--- config.mk ---
export PLATFORM = sky130hd
export DESIGN_NAME = power_session_ctrl
export DESIGN_NICKNAME = d
export VERILOG_FILES = /design/src/rtl/calc_pkg.sv /design/src/rtl/button_debounce.sv /design/src/rtl/power_session_ctrl.sv
export SDC_FILE = /design/constraint.sdc
export NUM_CORES = 1
export LEC_CHECK = 0
export ABC_AREA = 1
export BUFFER_PORTS_ARGS = -buffer_cell sky130_fd_sc_hd__buf_2
export CAP_MARGIN = 5
export CORE_ASPECT_RATIO = 1.75
export CORE_MARGIN = 2
export CORE_UTILIZATION = 60
export DETAILED_ROUTE_END_ITERATION = 16
export HOLD_SLACK_MARGIN = 0.02
export PLACE_DENSITY = 0.8
export SKIP_LAST_GASP = 1
export SLEW_MARGIN = 20
export SYNTH_ARGS = -nofsm -noshare
export SYNTH_HDL_FRONTEND = slang
export SYNTH_SLANG_ARGS = --single-unit
--- constraint.sdc ---
create_clock -name clk -period 3.1 [get_ports clk]
set_input_delay 0.155 -clock clk [delete_from_list [all_inputs] [get_ports clk]]
set_output_delay 0.155 -clock clk [all_outputs]
set_load 0.01 [all_outputs]
--- src/rtl/calc_pkg.sv ---
// Shared definitions for the calculator power/session logic.
package calc_pkg;

   localparam int unsigned CALC_WIDTH = 8;

   localparam logic [1:0] PWR_OFF  = 2'd0;
   localparam logic [1:0] PWR_WAKE = 2'd1;
   localparam logic [1:0] PWR_ON   = 2'd2;
   localparam logic [1:0] PWR_WARN = 2'd3;

   typedef enum logic [1:0] {
      StOff  = PWR_OFF,
      StWake = PWR_WAKE,
      StOn   = PWR_ON,
      StWarn = PWR_WARN
   } pwr_state_e;

   function automatic int unsigned max3(input int unsigned a, input int unsigned b,
                                        input int unsigned c);
      int unsigned m;
      m = (a > b) ? a : b;
      return (m > c) ? m : c;
   endfunction

endpackage

--- src/rtl/button_debounce.sv ---
// Two-flop synchronizer plus stable-sample debouncer for a push-button.
// Emits a one-cycle pulse on a debounced release (1->0).
module button_debounce #(
   parameter int unsigned DB_CYCLES = 16
) (
   input  logic clk,
   input  logic reset,
   input  logic raw,
   output logic level,
   output logic fall_pulse
);

   localparam int unsigned CW = $clog2(DB_CYCLES) + 1;
   localparam logic [CW-1:0] CNT_LAST = CW'(DB_CYCLES - 1);

   logic          sync1_q;
   logic          sync2_q;
   logic [CW-1:0] cnt_q;

   always_ff @(posedge clk) begin
      if (reset) begin
         sync1_q    <= 1'b0;
         sync2_q    <= 1'b0;
         cnt_q      <= '0;
         level      <= 1'b0;
         fall_pulse <= 1'b0;
      end else begin
         sync1_q    <= raw;
         sync2_q    <= sync1_q;
         fall_pulse <= 1'b0;
         // Count consecutive samples disagreeing with the accepted level.
         if (sync2_q != level) begin
            if (cnt_q == CNT_LAST) begin
               level      <= sync2_q;
               cnt_q      <= '0;
               fall_pulse <= ~sync2_q;
            end else begin
               cnt_q <= cnt_q + 1'b1;
            end
         end else begin
            cnt_q <= '0;
         end
      end
   end

endmodule

--- src/rtl/power_session_ctrl.sv ---
// Power/session controller: button toggles OFF/ON, timed clear on wake,
// inactivity auto-off with a warning phase, and datapath gating while off.
module power_session_ctrl
   import calc_pkg::*;
#(
   parameter int unsigned WIDTH           = CALC_WIDTH,
   parameter int unsigned DB_CYCLES       = 16,
   parameter int unsigned CLR_CYCLES      = 4,
   parameter int unsigned AUTO_OFF_CYCLES = 1000,
   parameter int unsigned WARN_CYCLES     = 200
) (
   input  logic             clk,
   input  logic             reset,
   input  logic             onoff_btn,
   input  logic             activity,
   input  logic [WIDTH-1:0] din,
   output logic [WIDTH-1:0] dout,
   output logic             power_on,
   output logic             clr,
   output logic             warn
);

   localparam int unsigned CNT_MAX = max3(CLR_CYCLES, AUTO_OFF_CYCLES, WARN_CYCLES);
   localparam int unsigned CW      = $clog2(CNT_MAX) + 1;

   localparam logic [CW-1:0] CLR_LAST  = CW'(CLR_CYCLES - 1);
   localparam logic [CW-1:0] IDLE_LAST = CW'(AUTO_OFF_CYCLES - 1);
   localparam logic [CW-1:0] WARN_LAST = CW'(WARN_CYCLES - 1);

   logic btn_level;
   logic btn_fall;
   logic toggle;

   button_debounce #(
      .DB_CYCLES (DB_CYCLES)
   ) u_btn_db (
      .clk        (clk),
      .reset      (reset),
      .raw        (onoff_btn),
      .level      (btn_level),
      .fall_pulse (btn_fall)
   );

   // A genuine release leaves the debounced level low.
   assign toggle = btn_fall & ~btn_level;

   pwr_state_e    state_q;
   logic [CW-1:0] clr_cnt_q;
   logic [CW-1:0] idle_cnt_q;
   logic [CW-1:0] warn_cnt_q;

   always_ff @(posedge clk) begin
      if (reset) begin
         state_q    <= StOff;
         clr_cnt_q  <= '0;
         idle_cnt_q <= '0;
         warn_cnt_q <= '0;
         power_on   <= 1'b0;
         clr        <= 1'b0;
         warn       <= 1'b0;
         dout       <= '0;
      end else begin
         dout <= (state_q == StOn || state_q == StWarn) ? din : '0;
         // Outputs are updated alongside each transition so they track state_q exactly.
         unique case (state_q)
            StOff: begin
               if (toggle) begin
                  state_q   <= StWake;
                  clr_cnt_q <= '0;
                  power_on  <= 1'b1;
                  clr       <= 1'b1;
               end
            end
            StWake: begin
               if (toggle) begin
                  state_q  <= StOff;
                  power_on <= 1'b0;
                  clr      <= 1'b0;
               end else if (clr_cnt_q == CLR_LAST) begin
                  state_q    <= StOn;
                  idle_cnt_q <= '0;
                  clr        <= 1'b0;
               end else begin
                  clr_cnt_q <= clr_cnt_q + 1'b1;
               end
            end
            StOn: begin
               if (toggle) begin
                  state_q  <= StOff;
                  power_on <= 1'b0;
               end else if (activity) begin
                  idle_cnt_q <= '0;
               end else if (idle_cnt_q == IDLE_LAST) begin
                  state_q    <= StWarn;
                  warn_cnt_q <= '0;
                  warn       <= 1'b1;
               end else begin
                  idle_cnt_q <= idle_cnt_q + 1'b1;
               end
            end
            StWarn: begin
               if (toggle) begin
                  state_q  <= StOff;
                  power_on <= 1'b0;
                  warn     <= 1'b0;
               end else if (activity) begin
                  state_q    <= StOn;
                  idle_cnt_q <= '0;
                  warn       <= 1'b0;
               end else if (warn_cnt_q == WARN_LAST) begin
                  state_q  <= StOff;
                  power_on <= 1'b0;
                  warn     <= 1'b0;
               end else begin
                  warn_cnt_q <= warn_cnt_q + 1'b1;
               end
            end
            default: begin
               state_q  <= StOff;
               power_on <= 1'b0;
               clr      <= 1'b0;
               warn     <= 1'b0;
            end
         endcase
      end
   end

endmodule

Word level (Yosys, flattened, before mapping)
Index checks and enable logic that the tools add are counted.
{ "op_classes": {"n_reduce_logical": 17, "n_bitwise": 6, "n_mux": 44, "eq_ne": 27, "add_sub_neg": 4} }
{ "op_table": {"columns": ["op", "n"], "rows": [
  ["11-bit two-way mux", 16],
  ["11-bit one-hot mux with 2 select lines", 2],
  ["11-bit by 1-bit adder with 11-bit output (second input constant)", 3],
  ["11-bit one-hot mux with 3 select lines", 1],
  ["2-bit inequality test (second input constant)", 10],
  ["2-bit two-way mux", 9],
  ["7-bit AND reduction", 2],
  ["1-bit two-way mux", 12],
  ["3-bit inequality test (second input constant)", 4],
  ["11-bit by 10-bit equality test with 1-bit output (second input constant)", 1],
  ["11-bit by 2-bit equality test with 1-bit output (second input constant)", 1],
  ["11-bit by 8-bit equality test with 1-bit output (second input constant)", 1],
  ["5-bit AND reduction", 2],
  ["2-bit one-hot mux with 4 select lines", 1],
  ["4-bit AND reduction", 2],
  ["3-bit by 2-bit inequality test with 1-bit output (second input constant)", 2],
  ["3-bit OR reduction", 2],
  ["5-bit by 1-bit adder with 5-bit output (second input constant)", 1],
  ["5-bit by 4-bit equality test with 1-bit output (second input constant)", 1],
  ["1-bit inverter", 5],
  ["2-bit equality test (second input constant)", 2],
  ["2-bit by 1-bit inequality test with 1-bit output (second input constant)", 2],
  ["4-bit by 3-bit inequality test with 1-bit output (second input constant)", 1],
  ["1-bit one-hot mux with 2 select lines", 2],
  ["11 further kinds", 13]
]} }
{ "totals": {"ff_bits": 55, "output_inout_bits": 11, "wordCells": 111} }

Logic depth before layout (Yosys ltp)
Gate-level depths: netlist (run 1).
{ "logic_depth": {"ltp_word": 5, "ltp_mapped": 12, "mapped_depth_nobuf": 11} }

Hierarchy
From an unflattened synthesis (run 1), not the netlist that was laid out.
{ "unflattened": {"cells_unflattened": 488, "hier_area_um2": 3161.8} }
{ "modules_own_cells": {"columns": ["mod", "area_each_um2", "cells_each", "instances", "seq_area_each_um2"], "rows": [
  ["power_session_ctrl", 2806.4, 445, 1, 920.9],
  ["button_debounce", 355.3, 43, 1, 180.2]
]} }

Least setup slack after synthesis (run 1)
OpenSTA, ideal clock, no wires.
{ "synth_path": {"path_kind": "reg2reg", "from": "register state_q[0]", "to": "register idle_cnt_q[10]", "required_time_ps": 2989, "arrival_ps": 1430, "setup_time_ps": 111, "path_stages_with_launch": 12, "synth_period_minus_slack_ps": 1542, "path_slack_ps": 1558, "path_buffers": 2, "cell_sequence": "dfxtp_1 -> ha_1 -> buf_6 -> inv_6 -> o21ai_0 -> nor2_2 -> nand2_2 -> nor2_4 -> buf_6 -> nand2_1 -> nand2_1 -> nor2_1"} }
{ "synth_between": {"elab_chain_cells": 3} }
{ "synth_lines": {"columns": ["item", "line", "source"], "rows": [
  ["start: declaration", "power_session_ctrl.sv:47", "pwr_state_e state_q;"],
  ["start signal: assignment", "power_session_ctrl.sv:54", "state_q <= StOff;"],
  ["start signal: assignment", "power_session_ctrl.sv:68", "state_q <= StWake;"],
  ["start signal: assignment", "power_session_ctrl.sv:76", "state_q <= StOff;"],
  ["2-bit equality test or 2-bit by 1-bit equality test with 1-bit output (tied branches)", "power_session_ctrl.sv:65", "unique case (state_q)"],
  ["3-bit inequality test (no line), or another cell as far along", null, null],
  ["7-bit AND reduction (no line)", null, null],
  ["end signal: assignment", "power_session_ctrl.sv:98", "idle_cnt_q <= idle_cnt_q + 1'b1;"],
  ["end: declaration", "power_session_ctrl.sv:49", "logic [CW-1:0] idle_cnt_q;"]
]} }
Several ways; a longest one is shown, not always the timed one.
A chain may end at the register's enable or synchronous reset.

Worst setup path after layout (run 1)
{ "layout_path": {"from": "register state_q[0]", "to": "register idle_cnt_q[4]"} }
The elaborated chain is that of the path after synthesis.

==> out/qor.tcl, run 1 <==
set qor(global_route.overflow_total) 0
set qor(wire_length_of_the_first_global_routing_pass_mm) 11.5
set qor(die_h_um) 98.4
set qor(synth_top_cell_area_share_pct) 36.1
set qor(worst_slew_pin_slew_ns) 0.451
set qor(synth.yosys.seq_area_share_pct) 36.1
set qor(cts_hold_fix_bufs) 0
set qor(crit_path_top_delay_cell) {sky130_fd_sc_hd__ha_1}
set qor(initial_utilization_pct) 61.9
set qor(yosysWarningCount) 0
set qor(cts_tree) {yes}
set qor(path_cells) {ha_1, inv_6, nand2_4, nor2_2, nor2_2, nand2_2, nor2_4, o21ai_0, nand2_1, nor2_1}
set qor(setup.worst_path.end_class) {flop}
set qor(fin_worst_skew_ns) 0.0135
set qor(die_area_sq_mm) 0.00570
set qor(area_of_combinational_cells_with_multiple_inputs_sq_mm) 0.00166
set qor(clk_pin_slew_ns) 0.11
set qor(footprint_of_the_flip_flops_and_latches_sq_mm) 0.00110
set qor(tritoncts.num_buffers) 5
set qor(post_synth_fa_ha_maj_area_fraction_pct) 4.10
set qor(synthDistinctLibCells) 30
set qor(final_net_count) 508
set qor(worstSetupStartpointType) {flop}
set qor(cts.repair.resized) 0
set qor(postSynthCellCount) 463
set qor(number_of_h_tree_branching_levels) 2
set qor(drive_above_1_share_pct) 12.9
set qor(worstHoldPathType) {input port to flop}
set qor(p_switching_mw) 0.714
set qor(antenna_violating_nets_post_route) 0
set qor(layout.cells.most_common_list) {113 x sky130_fd_sc_hd__nand2_1, 89 x sky130_fd_sc_hd__nor2_1, 55 x sky130_fd_sc_hd__inv_1, 55 x sky130_fd_sc_hd__dfxtp_1, 38 x sky130_fd_sc_hd__nand3_1}
set qor(timing.critical_path.mode_cell) {sky130_fd_sc_hd__nor2_2}
set qor(grt_setup_unrepaired) {false}
set qor(mostFrequentLayoutCell) {sky130_fd_sc_hd__nand2_1}
set qor(die_width_um) 57.9
set qor(grt_pass1_vias) 2887
set qor(min_period_ns) 2.05
set qor(cell_type_with_the_highest_aggregate_area_in_the_netlist) {sky130_fd_sc_hd__dfxtp_1}
set qor(routabilityCongestion) 0.848
set qor(synth_area_per_cell_sq_um) 6.60
set qor(hpwl_mm) 4.79
set qor(max_cap_violation_count) 0
set qor(antenna_cells_inserted) 0
set qor(top_level_ports) 23
set qor(report.final.hold_viol_count) 0
set qor(drt_pass1_iterations) 5
set qor(share_comb_of_total_power_pct) 32.8
set qor(pre_cts_ws_ns) 1.14
set qor(postSynthRegisterBits) 55
set qor(fmax_mhz) 488
set qor(p_seq_share_pct) 41.7
set qor(master_cell_of_the_clock_root_buffer) {sky130_fd_sc_hd__clkbuf_8}
set qor(numPortBuffers) 22
set qor(switching_share_pct) 37.1
set qor(postRouteWirelength_mm) 6.40
set qor(final.period_utilization_pct) 66.1
set qor(post_synth_mux_area_share_pct) 0
set qor(dominant_combinational_cell_family_by_area_after_synthesis) {simple AND/OR/NAND/NOR gates}
set qor(p_int_mw) 1.21
set qor(final_design_area_no_fill_sq_mm) 0.00330
set qor(core_area_sq_mm) 0.00493
set qor(yosys.area_share.simple_pct) 39.9
set qor(finalMaxSlewViolations) 0
set qor(arrival_ns) 2.27
set qor(worst_ep_required_time_ns) 3.32
set qor(max-vdd-ir-drop_v) 0.000483
set qor(clock_power_share_pct) 25.5
set qor(fin_ws_ns) 1.05
set qor(crit_fanout) 15
set qor(cts.path.max_buffers) 2
set qor(cellPowerDensity_mw_per_mm2) 583
set qor(rows) 34
set qor(dr.first_iter.drc_count) 58
set qor(synth.cell_area_sq_mm) 0.00305
set qor(grtUsageTotal_pct) 24.8
set qor(power_leakage_nw) 1.40
set qor(timing.final.setup_violations) 0
set qor(placement.cell_area_sq_mm) 0.00318
set qor(synth.net_count) 485
set qor(synth_xor_area_share_pct) 1.43
set qor(largest_cells_by_area_after_synthesis) {sky130_fd_sc_hd__dfxtp_1 36%, sky130_fd_sc_hd__nand2_1 14%, sky130_fd_sc_hd__nor2_1 11%}
set qor(maximum_number_of_pins_on_one_net_before_global_route_repair) 21
set qor(num-fill-cells) 442
set qor(post-cts-setup-buffer-count) 0
set qor(route.detailed.wl_per_inst_um) 11.8
set qor(drt_drc_violations_left) 0
set qor(setup_total_negative_slack_ns) 0
set qor(layout-area-overhead-vs-synth_pct) 8.03
set qor(critPathMaxStageDelay_ns) 0.44
set qor(critPathKind) {flop to flop}
set qor(via_per_inst) 5.24
set qor(run_status) {completed}
set qor(timing.max_slew.rel_slack_pct) 69.7
set qor(synth_compound_gate_area_share_pct) 8.93
set qor(clock_insertion_delay_at_the_later_pin_of_the_skew_report_ns) 0.32
set qor(grt_antenna_before_repair) 0
set qor(clock_sink_count) 55
set qor(routed-via-count) 2835
[per-stage QoR]
| stage | hold WS (ns) | power, mW | instances | utilization (%) |
|---|---|---|---|---|
| 6_report | 0.0400 | 1.92 | 541 | 66.9 |
| 5_1_grt | 0.0263 | 2.07 | 541 | 66.9 |
| 4_1_cts | 0.0280 | 1.94 | 541 | 66.9 |
| 3_5_place_dp | 0.362 | 1.45 | 533 | 64.5 |
| 3_3_place_gp | 0.360 | 1.43 | 533 | 64.5 |
| 2_1_floorplan | 0.262 | 1.34 | 463 | - |
[synthesized netlist by cell type, drive strengths merged]
cell and number:
inv 61, a21boi 1, nor3b 3, clkinv 1, a211oi 1, xor2 4
nand4 6, buf 4, nand3 43, o21ai 15, xnor2 1, ha 10
clkbuf 3, nor3 5, a21oi 29, dfxtp 55, nand2 122, nor2 96
o21bai 3
[layer usage]
metal  global-route usage [%]  part of all wire (%)  vias up
met3                     3.44                   2.7       23
li1                         -                     -     1501
met4                     15.0                   3.8        0
met2                     45.7                    53       56
met5                        0                     0        -
met1                     25.1                    41     1255
[cell type report]
class                   count  area share [%]
inverters                  62            7.21
multi-input cells         339            50.3
repair buffers             23            3.56
clock buffers               5            2.09
well taps                  54            2.05
clock inverters             3            1.44
flip-flops and latches     55            33.4
[cell families (layout without fill, tap and decap cells)]
kind of cell / after synthesis / in the layout
fa+ha+maj: 10 / 10
compound gates: 49 / 49
xor+xnor: 5 / 5
buf+inv: 69 / 93
simple gates: 275 / 275
flops: 55 / 55
[worst max-delay path: cells and delay by family (launching register included)]
kind | cells | cell delay [ns]
adders and majority gates | 1 | 0.44
AOI/OAI and AO/OA | 1 | 0.19
and+or+nand+nor | 7 | 0.83
DFF | 1 | 0.39
buffers and inverters | 1 | 0.10
[flip-flops by register name, summed over array words and instances, names as in the netlist]
signal,cells
warn,1
dout,8
u_btn_db.cnt_q,5
u_btn_db.fall_pulse,1
clr_cnt_q,11
power_on,1
warn_cnt_q,11
idle_cnt_q,11
u_btn_db.level,1
clr,1
u_btn_db.sync1_q,1
u_btn_db.sync2_q,1
state_q,2
[power by group through the flow]
| stage | Combinational (mW) | Clock [mW] | Sequential (mW) |
|---|---|---|---|
| finish | 0.631 | 0.490 | 0.802 |
| global route | 0.726 | 0.534 | 0.808 |
| CTS | 0.633 | 0.507 | 0.802 |
| detailed placement | 0.628 | 0 | 0.818 |
| global placement | 0.616 | 0 | 0.815 |
| floorplan | 0.519 | 0 | 0.818 |
[worst paths after layout]
| kind | depth (start not counted) | from | endpoint | slack (ns) |
|---|---|---|---|---|
| setup / recovery | 10 | state_q[0] | idle_cnt_q[4] | 1.05 |
| hold reg to reg | 2 | u_btn_db.sync1_q | u_btn_db.sync2_q | 0.42 |
| hold / removal | 3 | onoff_btn | u_btn_db.sync1_q | 0.04 |
| setup reg to reg | 10 | state_q[0] | idle_cnt_q[4] | 1.05 |
No activity file was read; power rests on OpenSTA's default activity.
==> inputs of run 2 (changes only) <==
Clock period 3.1 ns to 1.9 ns, I/O delays scaled along.
==> run 2 against run 1 <==
Effect of this change:
- power up 65%
- critical endpoint is now idle_cnt_q[9]
- sequential power up 62%
- largest cell class unchanged
- highest routed layer unchanged
- clock skew up 0.0025 ns
==> out/qor.tcl, run 2 (synthesis results as in run 1) <==
set qor(run_status) {completed}
set qor(timing.max_slew.rel_slack_pct) 72.9
set qor(rows) 34
set qor(timing.final.setup_violations) 0
set qor(final_net_count) 528
set qor(fmax_mhz) 567
set qor(numPortBuffers) 22
set qor(switching_share_pct) 37.8
set qor(drive_above_1_share_pct) 15.0
set qor(power_leakage_nw) 1.49
set qor(master_cell_of_the_clock_root_buffer) {sky130_fd_sc_hd__clkbuf_8}
set qor(die_h_um) 98.4
set qor(fin_worst_skew_ns) 0.0160
set qor(cts_tree) {yes}
set qor(reg2reg_slack_ns) 0.14
set qor(routabilityCongestion) 0.894
set qor(num-fill-cells) 428
set qor(worst_reg2reg_path_startpoint) {state_q[1]}
set qor(cp_top_family) {simple AND/OR/NAND/NOR gates}
set qor(clock_sink_count) 55
set qor(die_area_sq_mm) 0.00570
set qor(cp.buffers_inverters) 2
set qor(top_level_ports) 23
set qor(worst_slew_pin_slew_ns) 0.405
set qor(worstSetupStartpointType) {flop}
set qor(r2r_end) {idle_cnt_q[9]}
set qor(number_of_h_tree_branching_levels) 2
set qor(layout-area-overhead-vs-synth_pct) 13.8
set qor(maximum_number_of_pins_on_one_net_before_global_route_repair) 20
set qor(path_cells) {ha_1, inv_6, nand2_4, nor2_2, nor2_2, nand2_2, nor2_4, buf_12, nand3_1, nand2_1, nor2_1}
set qor(critPathMaxStageDelay_ns) 0.38
set qor(worst_hold_slack_ns) 0.188
set qor(drt_drc_violations_left) 0
set qor(p_int_mw) 1.98
set qor(grt_setup_unrepaired) {true}
set qor(core_area_sq_mm) 0.00493
set qor(crit_path_end) {idle_cnt_q[9]}
set qor(dr.first_iter.drc_count) 163
set qor(via_per_inst) 5.33
set qor(crit_cells) 11
set qor(arrival_ns) 1.98
set qor(finalMaxSlewViolations) 0
set qor(final_design_area_no_fill_sq_mm) 0.00348
set qor(crit_path_start) {state_q[1]}
set qor(cts.path.max_buffers) 2
set qor(grt_antenna_before_repair) 0
set qor(final.period_utilization_pct) 92.7
set qor(wire_length_of_the_first_global_routing_pass_mm) 11.7
set qor(clock_insertion_delay_at_the_later_pin_of_the_skew_report_ns) 0.31
set qor(clk_pin_slew_ns) 0.11
set qor(hpwl_mm) 4.91
set qor(antenna_cells_inserted) 0
set qor(crit_path_top_delay_cell) {sky130_fd_sc_hd__dfxtp_1}
set qor(max-vdd-ir-drop_v) 0.000971
set qor(grt_pass1_vias) 2900
set qor(antenna_violating_nets_post_route) 0
set qor(global_route.overflow_total) 0
set qor(cellPowerDensity_mw_per_mm2) 913
set qor(report.final.hold_viol_count) 0
set qor(reg2regPathDepth) 11
set qor(critPathKind) {flop to flop}
set qor(worst_ep_required_time_ns) 2.12
set qor(top_flop_regs) {clr_cnt_q (11), idle_cnt_q (11), warn_cnt_q (11)}
set qor(fin_total_pwr_mw) 3.17
set qor(clock_power_share_pct) 20.7
set qor(die_width_um) 57.9
set qor(timing.critical_path.mode_cell) {sky130_fd_sc_hd__nor2_2}
set qor(postRouteWirelength_mm) 6.69
set qor(max_cap_violation_count) 0
set qor(crit_fanout) 10
set qor(initial_utilization_pct) 61.9
set qor(placement.cell_area_sq_mm) 0.00328
set qor(tritoncts.num_buffers) 5
set qor(mostFrequentLayoutCell) {sky130_fd_sc_hd__nand2_1}
set qor(p_seq_share_pct) 40.9
set qor(dp.cells) 543
set qor(min_period_ns) 1.76
set qor(post_layout_nonfiller_instances) 561
set qor(setup_total_negative_slack_ns) 0
set qor(grtUsageTotal_pct) 25.1
set qor(p_switching_mw) 1.20
set qor(layout.cells.most_common_list) {113 x sky130_fd_sc_hd__nand2_1, 89 x sky130_fd_sc_hd__nor2_1, 55 x sky130_fd_sc_hd__inv_1}
set qor(worstHoldPathType) {input port to flop}
set qor(share_comb_of_total_power_pct) 38.4
set qor(routed-via-count) 2988
set qor(route.detailed.wl_per_inst_um) 11.9
set qor(drt_pass1_iterations) 4
set qor(setup.worst_path.end_class) {flop}
## run 2: cell types whose count changed in the layout (fill, tap and decap cells not counted)
cell                            delta
sky130_fd_sc_hd__dlygate4sd3_1     +9
sky130_fd_sc_hd__buf_4             +9
sky130_fd_sc_hd__dfxtp_1           -1
sky130_fd_sc_hd__ha_1              -1
sky130_fd_sc_hd__bufinv_16         -1
sky130_fd_sc_hd__ha_2              +1
sky130_fd_sc_hd__clkinv_2          +1
sky130_fd_sc_hd__dfxtp_2           +1
sky130_fd_sc_hd__buf_12            +2
## run 2: worst reg2reg max path, cell delays in order (launching register included)
cell	delay (ns)
sky130_fd_sc_hd__dfxtp_1	0.38
sky130_fd_sc_hd__ha_1	0.30
sky130_fd_sc_hd__inv_6	0.09
sky130_fd_sc_hd__nand2_4	0.08
sky130_fd_sc_hd__nor2_2	0.03
sky130_fd_sc_hd__nor2_2	0.16
sky130_fd_sc_hd__nand2_2	0.08
sky130_fd_sc_hd__nor2_4	0.20
sky130_fd_sc_hd__buf_12	0.16
sky130_fd_sc_hd__nand3_1	0.07
sky130_fd_sc_hd__nand2_1	0.07
sky130_fd_sc_hd__nor2_1	0.04
## run 2: layout make-up
class	instances	area (sq um)	area share, %
clock inverter	3	22.5	0.648
tap	54	67.6	1.94
timing repair buffer	43	315	9.07
inverter	62	238	6.84
sequential	55	1100	31.7
multi-input combinational	339	1660	47.8
clock buffer	5	68.8	1.98
## run 2: timing repair
item                                   4_1_cts  5_1_grt
endpoints found under the hold margin        9        0
gates resized for setup                      0        2
setup buffers                                0        1
hold buffers                                 9        0
setup endpoints to repair                    0        6
## run 2: worst min-delay path by stage
stage / from / endpoint / slack [ns] / cells past startpoint
after detailed placement: onoff_btn / u_btn_db.sync1_q / 0.30 / 3
after floorplan: onoff_btn / u_btn_db.sync1_q / 0.20 / 2
after CTS: reset / idle_cnt_q[6] / 0.20 / 3
after global routing: reset / idle_cnt_q[6] / 0.22 / 3
after global placement: onoff_btn / u_btn_db.sync1_q / 0.30 / 3
final: reset / idle_cnt_q[1] / 0.19 / 3
## run 2: power by group through the flow
stage	clock network, mW	registers, mW	logic, mW
4_1_cts	0.671	1.30	1.18
6_report	0.656	1.30	1.22
3_5_place_dp	0	1.32	1.16
3_3_place_gp	0	1.32	1.14
5_1_grt	0.715	1.31	1.34
2_1_floorplan	0	1.33	0.847
## run 2: through the flow
| stage | util (%) | setup slack, ns |
|---|---|---|
| finish | 70.4 | 0.138 |
| global route | 70.4 | -0.00397 |
| CTS | 70.2 | 0.0980 |
| detailed placement | 66.5 | 0.120 |
| global placement | 66.5 | 0.209 |
| floorplan | - | 0.358 |
## run 2: routing by layer
layer	vias up	GRT usage, %	share of wire [%]
met1	1378	27.4	41
met3	13	3.05	3.2
met4	0	10.9	2.1
met2	56	46.5	54
li1	1541	-	-
met5	-	0	0
